### src/rtl/guard_pkg.sv
// guard_pkg: shared types and defaults for the guard sprite fetch path.
//   dir_t       facing direction encoding (also the top two ROM address bits)
//   *_DEF       default geometry / animation parameters
//   rom_addr_w  sprite ROM address width for a given frame count and sprite size
package guard_pkg;

    typedef enum logic [1:0] {
        DIR_UP    = 2'd0,
        DIR_DOWN  = 2'd1,
        DIR_LEFT  = 2'd2,
        DIR_RIGHT = 2'd3
    } dir_t;

    localparam int unsigned SPRITE_W_DEF   = 32;
    localparam int unsigned SPRITE_H_DEF   = 32;
    localparam int unsigned FRAMES_DEF     = 2;
    localparam int unsigned ANIM_DIV_DEF   = 8;
    localparam int unsigned TRANSP_IDX_DEF = 0;
    localparam int unsigned COORD_W        = 10;
    localparam int unsigned PIX_W          = 4;

    // Four directions, each holding FRAMES images of w*h pixels.
    function automatic int unsigned rom_addr_w(input int unsigned frames,
                                               input int unsigned w,
                                               input int unsigned h);
        return $clog2(4 * frames * w * h);
    endfunction

endpackage

### src/rtl/guard_anim_counter.sv
// guard_anim_counter: vsync falling-edge detect and walk-animation counters.
//   Clk, Reset      clock, asynchronous active-high reset
//   vs              VGA vertical sync (active-low)
//   moving          guard is walking, sampled on each frame start
//   anim_frame      current walk-animation frame (registered)
//   frame_start_c   one-Clk pulse on the vs falling edge (combinational)
module guard_anim_counter
    import guard_pkg::*;
#(
    parameter  int unsigned FRAMES   = FRAMES_DEF,
    parameter  int unsigned ANIM_DIV = ANIM_DIV_DEF,
    localparam int unsigned FW       = (FRAMES > 1)   ? $clog2(FRAMES)   : 1,
    localparam int unsigned CW       = (ANIM_DIV > 1) ? $clog2(ANIM_DIV) : 1
) (
    input  logic          Clk,
    input  logic          Reset,
    input  logic          vs,
    input  logic          moving,
    output logic [FW-1:0] anim_frame,
    output logic          frame_start_c
);

    logic          vs_q,         vs_d;
    logic [CW-1:0] anim_cnt_q,   anim_cnt_d;
    logic [FW-1:0] anim_frame_q, anim_frame_d;

    // Falling edge of vs; reset value 0 keeps reset release from looking like an edge.
    assign frame_start_c = vs_q & ~vs;
    assign anim_frame    = anim_frame_q;

    // Count frames while moving; standing still restarts the walk cycle.
    always_comb begin
        vs_d         = vs;
        anim_cnt_d   = anim_cnt_q;
        anim_frame_d = anim_frame_q;
        if (frame_start_c) begin
            if (moving) begin
                anim_cnt_d = CW'(anim_cnt_q + 1'b1);
                if (anim_cnt_q == CW'(ANIM_DIV - 1)) begin
                    anim_cnt_d   = '0;
                    anim_frame_d = FW'(anim_frame_q + 1'b1);
                end
            end else begin
                anim_cnt_d   = '0;
                anim_frame_d = '0;
            end
        end
    end

    always_ff @(posedge Clk or posedge Reset) begin
        if (Reset) begin
            vs_q         <= 1'b0;
            anim_cnt_q   <= '0;
            anim_frame_q <= '0;
        end else begin
            vs_q         <= vs_d;
            anim_cnt_q   <= anim_cnt_d;
            anim_frame_q <= anim_frame_d;
        end
    end

endmodule

### src/rtl/guard_sprite_fetch.sv
// guard_sprite_fetch: per-pixel guard sprite ROM fetch, two-Clk pipeline.
//   Clk, Reset          clock, asynchronous active-high reset
//   pix_en              pixel strobe for DrawX/DrawY
//   vs                  VGA vertical sync (active-low); falling edge latches guard state
//   DrawX, DrawY        current pixel coordinate
//   guard_x, guard_y    sprite top-left from game logic
//   dir, moving         facing direction and walking flag
//   rom_addr            registered sprite ROM address {dir, frame, row, col}
//   rom_data            ROM palette index, valid one Clk after rom_addr
//   pal_index           palette index (TRANSP_IDX outside the sprite)
//   sprite_on           pixel inside sprite and not transparent
//   out_valid           pal_index/sprite_on belong to a strobed pixel
module guard_sprite_fetch
    import guard_pkg::*;
#(
    parameter  int unsigned SPRITE_W   = SPRITE_W_DEF,
    parameter  int unsigned SPRITE_H   = SPRITE_H_DEF,
    parameter  int unsigned FRAMES     = FRAMES_DEF,
    parameter  int unsigned ANIM_DIV   = ANIM_DIV_DEF,
    parameter  int unsigned TRANSP_IDX = TRANSP_IDX_DEF,
    localparam int unsigned ROM_AW     = rom_addr_w(FRAMES, SPRITE_W, SPRITE_H)
) (
    input  logic              Clk,
    input  logic              Reset,
    input  logic              pix_en,
    input  logic              vs,
    input  logic [9:0]        DrawX,
    input  logic [9:0]        DrawY,
    input  logic [9:0]        guard_x,
    input  logic [9:0]        guard_y,
    input  logic [1:0]        dir,
    input  logic              moving,
    output logic [ROM_AW-1:0] rom_addr,
    input  logic [3:0]        rom_data,
    output logic [3:0]        pal_index,
    output logic              sprite_on,
    output logic              out_valid
);

    localparam int unsigned XW = $clog2(SPRITE_W);
    localparam int unsigned YW = $clog2(SPRITE_H);
    localparam int unsigned FW = (FRAMES > 1) ? $clog2(FRAMES) : 1;
    localparam int unsigned DW = COORD_W + 1;
    localparam logic [PIX_W-1:0] TRANSP = PIX_W'(TRANSP_IDX);

    logic [FW-1:0] anim_frame;
    logic          frame_start_c;

    guard_anim_counter #(
        .FRAMES   (FRAMES),
        .ANIM_DIV (ANIM_DIV)
    ) u_anim (
        .Clk           (Clk),
        .Reset         (Reset),
        .vs            (vs),
        .moving        (moving),
        .anim_frame    (anim_frame),
        .frame_start_c (frame_start_c)
    );

    logic [COORD_W-1:0] lat_x_q,   lat_x_d;
    logic [COORD_W-1:0] lat_y_q,   lat_y_d;
    dir_t               lat_dir_q, lat_dir_d;
    logic [ROM_AW-1:0]  rom_addr_q, rom_addr_d;
    logic               v_d1_q,   v_d1_d;
    logic               hit_d1_q, hit_d1_d;
    logic               v_d2_q,   v_d2_d;
    logic               hit_d2_q, hit_d2_d;
    logic [PIX_W-1:0]   pal_index_q, pal_index_d;
    logic               sprite_on_q, sprite_on_d;
    logic               out_valid_q, out_valid_d;

    logic [DW-1:0] dx_c, dy_c;
    logic          hit_c;

    // Offset into the sprite; the extra MSB flags pixels left of / above it.
    assign dx_c  = {1'b0, DrawX} - {1'b0, lat_x_q};
    assign dy_c  = {1'b0, DrawY} - {1'b0, lat_y_q};
    assign hit_c = ~dx_c[DW-1] && (dx_c < DW'(SPRITE_W)) &&
                   ~dy_c[DW-1] && (dy_c < DW'(SPRITE_H));

    assign rom_addr  = rom_addr_q;
    assign pal_index = pal_index_q;
    assign sprite_on = sprite_on_q;
    assign out_valid = out_valid_q;

    // Frame latch, address stage, ROM-wait stage and output stage.
    always_comb begin
        lat_x_d     = lat_x_q;
        lat_y_d     = lat_y_q;
        lat_dir_d   = lat_dir_q;
        rom_addr_d  = rom_addr_q;
        v_d1_d      = pix_en;
        hit_d1_d    = pix_en & hit_c;
        v_d2_d      = v_d1_q;
        hit_d2_d    = hit_d1_q;
        pal_index_d = pal_index_q;
        sprite_on_d = sprite_on_q;
        out_valid_d = v_d2_q;

        if (frame_start_c) begin
            lat_x_d   = guard_x;
            lat_y_d   = guard_y;
            lat_dir_d = dir_t'(dir);
        end

        // A miss leaves the address alone to avoid needless ROM toggling.
        if (pix_en && hit_c) begin
            rom_addr_d = {lat_dir_q, anim_frame, dy_c[YW-1:0], dx_c[XW-1:0]};
        end

        if (v_d2_q) begin
            pal_index_d = hit_d2_q ? rom_data : TRANSP;
            sprite_on_d = hit_d2_q && (rom_data != TRANSP);
        end
    end

    always_ff @(posedge Clk or posedge Reset) begin
        if (Reset) begin
            lat_x_q     <= '0;
            lat_y_q     <= '0;
            lat_dir_q   <= DIR_UP;
            rom_addr_q  <= '0;
            v_d1_q      <= 1'b0;
            hit_d1_q    <= 1'b0;
            v_d2_q      <= 1'b0;
            hit_d2_q    <= 1'b0;
            pal_index_q <= TRANSP;
            sprite_on_q <= 1'b0;
            out_valid_q <= 1'b0;
        end else begin
            lat_x_q     <= lat_x_d;
            lat_y_q     <= lat_y_d;
            lat_dir_q   <= lat_dir_d;
            rom_addr_q  <= rom_addr_d;
            v_d1_q      <= v_d1_d;
            hit_d1_q    <= hit_d1_d;
            v_d2_q      <= v_d2_d;
            hit_d2_q    <= hit_d2_d;
            pal_index_q <= pal_index_d;
            sprite_on_q <= sprite_on_d;
            out_valid_q <= out_valid_d;
        end
    end

endmodule

### config.mk
export PLATFORM = sky130hd
export DESIGN_NAME = guard_sprite_fetch
export DESIGN_NICKNAME = d
export VERILOG_FILES = /design/src/rtl/guard_pkg.sv /design/src/rtl/guard_anim_counter.sv /design/src/rtl/guard_sprite_fetch.sv
export SDC_FILE = /design/constraint.sdc
export NUM_CORES = 1
export LEC_CHECK = 0
export ABC_AREA = 0
export CORE_MARGIN = 2
export CORE_UTILIZATION = 45
export CTS_BUF_LIST = sky130_fd_sc_hd__clkbuf_16
export DETAILED_ROUTE_END_ITERATION = 7
export PLACE_DENSITY = 0.8
export SLEW_MARGIN = 20
export SYNTH_ARGS = -nofsm -noshare
export SYNTH_HDL_FRONTEND = slang
export SYNTH_SLANG_ARGS = --single-unit
### constraint.sdc
create_clock -name Clk -period 2.5 [get_ports Clk]
set_input_delay 0.5 -clock Clk [delete_from_list [all_inputs] [get_ports Clk]]
set_output_delay 0.5 -clock Clk [all_outputs]
set_load 0.01 [all_outputs]
==> results.py <==
metrics = {
    "status": {
        "status": "complete, but fails checks",
        "violations": "negative setup slack",
    },
    "worst_hold_path": {
        "min_path_type": "register to register",
        "holdCritStartpoint": "hit_d1_q$_DFF_PP0_",
        "min_to": "hit_d2_q$_DFF_PP0_",
        "hold_depth": 0,
    },
    "sta": {
        "tightest_slew_ps": 495,
        "fin_skew_ps": 5.08,
        "slew_headroom": 0.669,
        "setup_violations": 13,
        "slew_violations": 0,
        "rsz0062_at_grt": "true",
        "hold_violations": 0,
        "fin_ws_ps": -170,
        "period_share": 1.07,
        "final.min_clock_period_ps": 2670,
        "tns_ps": -1670,
        "clock.fmax_ghz": 0.375,
    },
    "setup_path": {
        "reg2reg_to": "rom_addr[12]$_DFFE_PP0P_",
        "cp-start-kind": "register",
        "r2r_cells": 10,
        "path_max_fanout": 6,
        "cp_data_arrival_time_ps": 2840,
        "r2r_slack_ps": -170,
        "required_ps": 2670,
        "slowest_delay_ps": 490,
        "crit_buf_inv": 1,
        "cp_slowest_cell": "and4bb_4",
        "path_class": "register to register",
        "critPathTopFamily": "simple AND/OR/NAND/NOR gates",
        "worstPathCellList": "ha_4 > fa_2 > nor2b_2 > o31a_1 > buf_6 > nor3_2 > o32ai_2 > o211ai_1 > and4bb_4 > mux2_4",
        "reg2reg_from": "lat_x_q[0]$_DFFE_PP0P_",
        "end_kind": "register",
    },
    "cts": {
        "cts_root_buffer": "clkbuf_16",
        "cts_tree": "yes",
        "clk_latency_ps": 290,
        "cts_hold_buf": 0,
        "h-tree-depth": 2,
        "cts_num_sinks": 50,
        "cts_buffers": 5,
        "cts_buffer_depth": 2,
        "clk_pin_slew_ps": 70,
    },
    "synthesis": {
        "yosys_most_used_dff": "dfrtp_1",
        "synth_cell_types": 47,
        "synth_edf_count": 0,
        "synth-warning-count": 0,
        "mappedNetlistArea_um2": 2890,
        "synthesis.nets": 381,
        "postSynthCellCount": 306,
        "synth-async-reset-ratio": 1.00,
        "ys_ff_latch": 50,
        "synth_seq_area_share": 0.433,
        "avgSynthCellArea_um2": 9.45,
    },
    "route": {
        "detail_route.wl_per_cell_um": 15.3,
        "vias": 2683,
        "wl_um": 7790,
        "first_pass_iters": 4,
        "drcViolationCount": 0,
        "detail-route-antenna-nets": 0,
        "drtIter0Drc": 114,
        "via_per_inst": 5.27,
    },
    "floorplanning": {
        "start_util": 0.461,
        "die_h_um": 84.2,
        "core-area_um2": 6280,
        "fp-row-count": 29,
        "die_area_um2": 7090,
        "fp.dieW_um": 84.2,
        "ios": 70,
    },
    "cells_and_area": {
        "n_antenna_cell": 0,
        "finalInstanceArea_um2": 4530,
        "drive_gt1_frac": 0.289,
        "area_growth_pct": 56.6,
        "final_cell_mix": "53 x buf_4, 52 x clkdlybuf4s50_1, 50 x dfrtp_1",
        "fin_nets": 506,
        "ff_latch_area_um2": 1250,
        "multiInputGateArea_um2": 1770,
        "n_fill_cell": 436,
        "layout_commonest_cell": "buf_4",
    },
    "place": {
        "postPlaceCellArea_um2": 4090,
        "gp_congestion": 0.829,
        "io_buffers": 69,
        "dp_hpwl_um": 5280,
    },
    "global_routing": {
        "grt_pass1_wl_um": 13100,
        "grt_overflow": 0,
        "grt_usage": 0.231,
        "antenna_found_initial": 0,
        "grt_max_degree": 30,
        "grt_pass1_vias": 2885,
    },
    "power_and_ir_drop": {
        "p_leak_nw": 2.03,
        "ir_drop_uv": 298,
        "powerDensity_nw_per_um2": 564,
    },
    "flow_run": {
        "cap_violations": 0,
    },
}
==> metrics by stage <==
stage / utilization / power (mW) / hold WS [ps] / cells / setup WS, ps
after floorplan: - / 1.39 / 331 / 306 / -65.0
after detailed placement: 0.651 / 1.73 / 340 / 490 / -875
after global placement: 0.651 / 1.70 / 331 / 490 / -800
after global routing: 0.722 / 2.70 / 365 / 509 / -319
after CTS: 0.712 / 2.50 / 354 / 505 / -144
final: 0.722 / 2.55 / 351 / 509 / -170
==> cell families (layout without fill, tap and decap cells) <==
kind of cell / count (synthesis) / count (layout) / share of synthesized area
multiplexers: 15 / 15 / 0.0640
buffers and inverters: 46 / 171 / 0.0653
XOR/XNOR: 7 / 7 / 0.0212
AND/OR/NAND/NOR: 92 / 93 / 0.156
adder cells (fa/ha/maj): 24 / 24 / 0.109
flip-flops: 50 / 50 / 0.433
AO/OA/AOI/OAI: 72 / 72 / 0.152
==> worst max-delay path by stage <==
stage / start / end / slack, ps / cells after the start
after CTS: lat_x_q[0]$_DFFE_PP0P_ / rom_addr[2]$_DFFE_PP0P_ / -140 / 9
after floorplan: DrawX[0] / rom_addr[2]$_DFFE_PP0P_ / -60 / 11
after detailed placement: DrawX[0] / rom_addr[11]$_DFFE_PP0P_ / -880 / 11
final: lat_x_q[0]$_DFFE_PP0P_ / rom_addr[12]$_DFFE_PP0P_ / -170 / 10
after global placement: DrawX[0] / rom_addr[12]$_DFFE_PP0P_ / -800 / 11
after global routing: lat_x_q[0]$_DFFE_PP0P_ / rom_addr[5]$_DFFE_PP0P_ / -320 / 11
==> metal layers <==
layer / track usage / vias up / part of all wire
met1: 0.269 / 1283 / 0.41
met3: 0.0423 / 17 / 0.042
met4: 0.0762 / 0 / 0.019
met5: 0 / - / 0
met2: 0.427 / 73 / 0.53
li1: - / 1310 / -
==> report_power, final <==
group	internal (mW)	switching (mW)
combinational	0.525	0.460
clock	0.366	0.297
sequential	0.872	0.0335
==> Yosys cell counts (all sizes together), types with 3 or more instances <==
library cell	count	share of area
clkbuf	7	0.0091
nor3	4	0.0086
nor2	13	0.017
nor2b	4	0.0086
mux2i	5	0.017
or4	3	0.0091
xnor2	5	0.015
nor3b	3	0.0078
dfrtp	50	0.43
mux2	10	0.047
ha	22	0.095
inv	38	0.049
o21ai	37	0.064
o21a	3	0.0078
nand2	45	0.058
nand2b	4	0.0086
nand3	7	0.012
o22ai	3	0.0086
a21oi	10	0.017
a211oi	3	0.0078
==> flip-flops by register name, summed over array words and instances, names as in the netlist <==
| register | cells |
|---|---|
| v_d1_q | 1 |
| lat_y_q | 10 |
| u_anim.anim_frame | 1 |
| lat_x_q | 10 |
| u_anim.vs_q | 1 |
| out_valid | 1 |
| lat_dir_q | 2 |
| pal_index | 4 |
| rom_addr | 13 |
| u_anim.anim_cnt_q | 3 |
| out_valid_d | 1 |
| hit_d2_q | 1 |
| hit_d1_q | 1 |
| sprite_on | 1 |
==> layout make-up <==
type,count,area share
multi-input cells,211,0.391
clock buffers,5,0.0276
well taps,77,0.0213
flip-flops and latches,50,0.276
inverters,38,0.0343
repair buffers,125,0.246
clock inverters,3,0.00359
==> what timing repair did <==
item | 4_1_cts | 5_1_grt
setup endpoints to repair | 14 | 14
gates cloned | 1 | 0
gates resized for setup | 66 | 5
buffers inserted | 6 | 4
pin swaps | 30 | 8
No activity file was read; power rests on OpenSTA's default activity.
